<file path="config.mk">
export PLATFORM = sky130hd
export DESIGN_NAME = receiver3b
export DESIGN_NICKNAME = d
export VERILOG_FILES = /design/src/rtl/receiver3b.sv
export SDC_FILE = /design/constraint.sdc
export NUM_CORES = 1
export LEC_CHECK = 0
export ABC_AREA = 0
export CAP_MARGIN = 30
export CORE_MARGIN = 2
export CORE_UTILIZATION = 40
export CTS_BUF_LIST = sky130_fd_sc_hd__clkbuf_8
export CTS_CLUSTER_SIZE = 14
export DETAILED_ROUTE_END_ITERATION = 10
export HOLD_SLACK_MARGIN = 0.06
export PLACE_DENSITY = 0.68
export REMOVE_ABC_BUFFERS = 1
export SYNTH_ARGS = -nofsm -noshare
export SYNTH_HDL_FRONTEND = slang
export SYNTH_SLANG_ARGS = --single-unit
export TNS_END_PERCENT = 20
</file>
<file path="constraint.sdc">
create_clock -name clk -period 2.11 [get_ports clk]
set_clock_uncertainty 0.1 [all_clocks]
set_input_delay 0.633 -clock clk [delete_from_list [all_inputs] [get_ports clk]]
set_output_delay 0.633 -clock clk [all_outputs]
set_load 0.01 [all_outputs]
</file>
<file path="src/rtl/receiver3b.sv">
`default_nettype none
// +------------------------------------------------------------------------+
// | receiver3b: oversampling 8N1 receiver; packs 3 bytes into a 24-bit word |
// | Optional: RX_TIMEOUT_EN drops a stale partial word after idle time.    |
// | Revision: 1.0                                                          |
// +------------------------------------------------------------------------+
module receiver3b #(
  parameter int OVERSAMPLE   = 16,
  parameter int TIMEOUT_BITS = 10
) (
  input  logic        clk,
  input  logic        rst_n,
  input  logic        rx,
  output logic [0:23] data_out,
  output logic        data_valid,
  output logic        frame_error,
  output logic        timeout,
  output logic        busy,
  output logic [1:0]  state_out
);

  localparam int c_cnt_w = $clog2(OVERSAMPLE);
  localparam logic [c_cnt_w-1:0] c_half_last = c_cnt_w'(OVERSAMPLE / 2 - 1);
  localparam logic [c_cnt_w-1:0] c_full_last = c_cnt_w'(OVERSAMPLE - 1);

  typedef enum logic [1:0] {
    IDLE  = 2'd0,
    START = 2'd1,
    DATA  = 2'd2,
    STOP  = 2'd3
  } state_t;

  state_t               r_state;
  state_t               w_state_nxt;
  logic                 r_rx_meta;
  logic                 r_rx_s;
  logic                 r_rx_prev;
  logic [c_cnt_w-1:0]   r_sample_cnt;
  logic [2:0]           r_bit_cnt;
  logic [1:0]           r_byte_cnt;
  logic [0:23]          r_buf;
  logic                 w_fall;
  logic                 w_half;
  logic                 w_full;
  logic                 w_to_fire;
  logic [4:0]           w_idx;

  always_ff @(posedge clk or negedge rst_n) begin
    if (!rst_n) begin
      r_rx_meta <= 1'b1;
      r_rx_s    <= 1'b1;
      r_rx_prev <= 1'b1;
    end else begin
      r_rx_meta <= rx;
      r_rx_s    <= r_rx_meta;
      r_rx_prev <= r_rx_s;
    end
  end

  always_ff @(posedge clk or negedge rst_n) begin
    if (!rst_n) begin
      r_state <= IDLE;
    end else begin
      r_state <= w_state_nxt;
    end
  end

  always_comb begin
    w_state_nxt = r_state;
    w_fall      = r_rx_prev & ~r_rx_s;
    w_half      = (r_sample_cnt == c_half_last);
    w_full      = (r_sample_cnt == c_full_last);
    // {byte_cnt, bit_cnt} is 8*byte_cnt + bit_cnt; first received bit lands at 23
    w_idx       = 5'd23 - {r_byte_cnt, r_bit_cnt};
    case (r_state)
      IDLE:    if (w_fall) w_state_nxt = START;
      START:   if (w_half) w_state_nxt = r_rx_s ? IDLE : DATA;
      DATA:    if (w_full && (r_bit_cnt == 3'd7)) w_state_nxt = STOP;
      STOP:    if (w_full) w_state_nxt = IDLE;
      default: w_state_nxt = IDLE;
    endcase
  end

  always_ff @(posedge clk or negedge rst_n) begin
    if (!rst_n) begin
      r_sample_cnt <= '0;
      r_bit_cnt    <= '0;
      r_byte_cnt   <= '0;
      r_buf        <= '0;
      data_out     <= '0;
      data_valid   <= 1'b0;
      frame_error  <= 1'b0;
    end else begin
      data_valid  <= 1'b0;
      frame_error <= 1'b0;
      case (r_state)
        IDLE: begin
          r_sample_cnt <= '0;
          if (w_to_fire) r_byte_cnt <= '0;
        end
        START: begin
          if (w_half) begin
            r_sample_cnt <= '0;
            r_bit_cnt    <= '0;
          end else begin
            r_sample_cnt <= r_sample_cnt + c_cnt_w'(1);
          end
        end
        DATA: begin
          if (w_full) begin
            r_sample_cnt <= '0;
            r_buf[w_idx] <= r_rx_s;
            if (r_bit_cnt != 3'd7) r_bit_cnt <= r_bit_cnt + 3'd1;
          end else begin
            r_sample_cnt <= r_sample_cnt + c_cnt_w'(1);
          end
        end
        STOP: begin
          if (w_full) begin
            r_sample_cnt <= '0;
            if (r_rx_s) begin
              if (r_byte_cnt == 2'd2) begin
                data_out   <= r_buf;
                data_valid <= 1'b1;
                r_byte_cnt <= '0;
              end else begin
                r_byte_cnt <= r_byte_cnt + 2'd1;
              end
            end else begin
              frame_error <= 1'b1;
              r_byte_cnt  <= '0;
            end
          end else begin
            r_sample_cnt <= r_sample_cnt + c_cnt_w'(1);
          end
        end
        default: r_sample_cnt <= '0;
      endcase
    end
  end

`ifdef RX_TIMEOUT_EN
  localparam int c_to_limit = TIMEOUT_BITS * OVERSAMPLE;
  localparam int c_to_w     = $clog2(c_to_limit + 1);

  logic [c_to_w-1:0] r_idle_cnt;

  assign w_to_fire = (r_state == IDLE) && (r_byte_cnt != 2'd0) && !w_fall &&
                     (r_idle_cnt == c_to_w'(c_to_limit - 1));

  always_ff @(posedge clk or negedge rst_n) begin
    if (!rst_n) begin
      r_idle_cnt <= '0;
      timeout    <= 1'b0;
    end else begin
      timeout <= w_to_fire;
      if ((r_state != IDLE) || (r_byte_cnt == 2'd0) || w_fall || w_to_fire) begin
        r_idle_cnt <= '0;
      end else begin
        r_idle_cnt <= r_idle_cnt + c_to_w'(1);
      end
    end
  end
`else
  assign w_to_fire = 1'b0;
  assign timeout   = 1'b0;
`endif

  assign busy      = (r_state != IDLE) || (r_byte_cnt != 2'd0);
  assign state_out = r_state;

endmodule
`default_nettype wire

</file>
==> metrics.md <==
| Metric | Value |
|---|---|
| Period Utilization, post-route | 0.934 |
| Num CTS Buffers | 9 |
| Rows | 30 |
| Antenna cells | 0 |
| Nets | 256 |
| Number of global-route vias before repair | about 1,800 |
| PwrDens | 878 mW/mm^2 |
| Initial antenna violation count | 0 |
| HPWL Detailed | 3350 um |
| Kind of critical path | reg -> out |
| CP max FO | 15 |
| Synth top area cells | dfrtp_1 (53%), mux2_2 (11%), mux2_4 (10%), nor3_1 (4.5%), dfstp_2 (2.7%) |
| Synth top area share | 0.528 |
| 1st-iter DRT viols | between 100 and 150 |
| Final Setup Violations | 0 |
| Synth area leader | dfrtp_1 |
| Pre-CTS setup slack | ~0.17 ns |
| Async set-reset flop share out of synthesis | 1.00 |
| Vias per cell | 5.04 |
| Worst-margin pin slew | 0.531 ns |
| Vias | between 1,500 and 2,000 |
| CTS tree | built |
| Tmin final | 1.97 ns |
| Hold slack | 0.0741 ns |
| Initial core utilization | 0.419 |
| Area occupied by multi-input gates | 0.00118 mm^2 |
| F_max | 0.508 GHz |
| Die area | 0.00792 mm^2 |
| Final-report hold violation count | 0 |
| Most common cell in the netlist | dfrtp_1 |
| Max incr delay on CP | 0.41 ns |
| DRC | 0 |
| Share of layout cells above drive strength 1 | 0.333 |
| CP endpoint kind | primary output |
| Final worst setup slack | around 0.14 ns |
| Tot Pwr | 3.11 mW |
| Synthesis-to-layout area growth | 22.5% |
| Antenna viol nets, final | 0 |
| Initial DRT Pass Iterations | 4 |
| Setup Total Neg Slack | 0 ns |
| Mapped Avg Cell Area | ~14 um^2 |
| CP Launch Type | flip-flop |
| Worst hold path type | in -> async |
| Critical Path, Cell by Cell | buf_4 > dlygate4sd2_1 |
| Largest net degree at the start of global routing | 53 |
| Die Y | 89.0 um |
| Max-slew headroom | 0.641 |
| Core area | 0.00691 mm^2 |
| Worst path arrival time | 1.24 ns |
| Peak supply drop | 452 uV |
| Commonest cells post-synth | dfrtp_1 (61), mux2_2 (29), nor3_1 (26) |
| Status | finished clean |
| Routed WL per cell | 14.5 um |
| Root buffer cell | clkbuf_8 |
| Die X | 89.0 um |
| Syn. warnings | 0 |
| Register Area | 0.00161 mm^2 |
| Slew Viols, Final | 0 |
| Clock Sinks | 64 |
| PortBufs | 31 |
| Total GRT Usage | 0.146 |
| Leakage power | 1.66 nW |
| Synthesized flop and latch total | 64 |
| Placer Congestion | slightly below 0.8 |
| Count of cell types in the netlist | 36 |
| Clock buffer depth | 2 |
| Post-synthesis sequential area ratio | 0.555 |
| Clock-pin slew of the registers on the worst-case setup and hold paths | ~0.07 ns |
| Final wirelength | ~5000 um |
| Global-route wire length before repair | roughly 8700 um |
| # fillers | 637 |
| RSZ-0062 raised after global routing | no |
| Grt ovf | 0 |
| Count of flip-flops with a built-in enable after synthesis | 0 |
| Synth Instances | 211 |
| CTS H-tree depth | 3 |
| CTS hold repair buffers | 0 |
| MaxCap Viol Count | 0 |
| Post-Syn Area | 0.00289 mm^2 |
| WP data required | 1.38 ns |
| # IOs | 33 |
| Main synth FF type | dfrtp_1 |
| Slowest cell on crit path | dfrtp_1 |
| Clk_lat worst skew | 0.33 ns |
-- worst paths after layout --
kind                                  from      endpoint  slack, ns  cells past startpoint
max in group asynchronous            rst_n     r_rx_prev       1.22                      2
setup reg to reg           r_sample_cnt[0]  r_bit_cnt[0]       0.21                      5
hold reg to reg                  r_rx_meta        r_rx_s       0.26                      0
setup / recovery              state_out[0]  state_out[0]       0.14                      2
hold / removal                       rst_n  data_out[17]       0.07                      1
min in group clk                 r_rx_meta        r_rx_s       0.26                      0
-- worst max-delay path, delay by kind of cell (launching register included) --
kind                   cells  cell delay [ns]
buffers and inverters      2             0.49
flip-flops                 1             0.41
-- placed cells by master (no fill, tap or decap), types with 2 or more instances in the layout --
cell,instances
xnor2_1,2
dfrtp_1,59
nand2_1,2
dlygate4sd2_1,2
buf_4,8
dfrtp_2,2
clkdlybuf4s50_1,27
nor3_1,26
and4_1,2
bufinv_16,2
mux2_4,20
nand3b_1,7
dfstp_2,3
mux2_1,2
nor3b_1,2
or3b_2,3
mux2_2,29
ha_1,6
clkbuf_8,11
inv_1,5
nor2_1,4
a22o_1,3
a21oi_1,5
-- power breakdown --
group          leakage [nW]  internal (mW)  switching (mW)
combinational         0.676          0.255           0.298
sequential            0.867           1.31          0.0895
clock                 0.122          0.719           0.439
total                  1.66           2.28           0.826
-- layer usage --
metal / GRT usage / wire length, um / vias up
met5: 0 / 0 / -
met4: 0.0801 / 72 / 0
met3: 0.0388 / 199 / 7
met2: 0.211 / 2370 / 36
met1: 0.201 / 2400 / 877
li1: - / - / 834
-- sequential cells by signal, indices dropped and copies added (netlist names), named ones only --
signal,flops
data_out,24
data_valid,1
frame_error,1
r_bit_cnt,3
r_buf,24
r_byte_cnt,2
r_rx_meta,1
r_rx_prev,1
r_rx_s,1
r_sample_cnt,4
state_out,1
-- area by class of cell --
class / count / share of cell area
repair buffers: 41 / 0.112
clock buffers: 11 / 0.0428
well taps: 96 / 0.0339
flip-flops and latches: 64 / 0.454
clock inverters: 5 / 0.0205
inverters: 3 / 0.00318
multi-input cells: 128 / 0.334
-- timing repair --
item | 4_1_cts | 5_1_grt
endpoints found under the hold margin | 0 | 0
gates resized for setup | 6 | 2
setup endpoints to repair | 3 | 1
buffers inserted | 2 | 0
-- cell families after synthesis --
family	Yosys count	share of synthesized area
flip-flops	64	0.555
AND/OR/NAND/NOR	56	0.119
multiplexers	51	0.225
buffers and inverters	19	0.0389
AO/OA/AOI/OAI	12	0.0286
adder cells (fa/ha/maj)	6	0.0260
XOR/XNOR	2	0.00606
other	1	0.00130
-- metrics by stage --
stage	cells	area, um^2	utilization
after floorplan	195	2790	-
after global placement	330	3290	0.476
after detailed placement	330	3290	0.476
after CTS	348	3530	0.512
after global routing	348	3540	0.513
final	348	3540	0.513
Power figures use the tool's default switching activity.
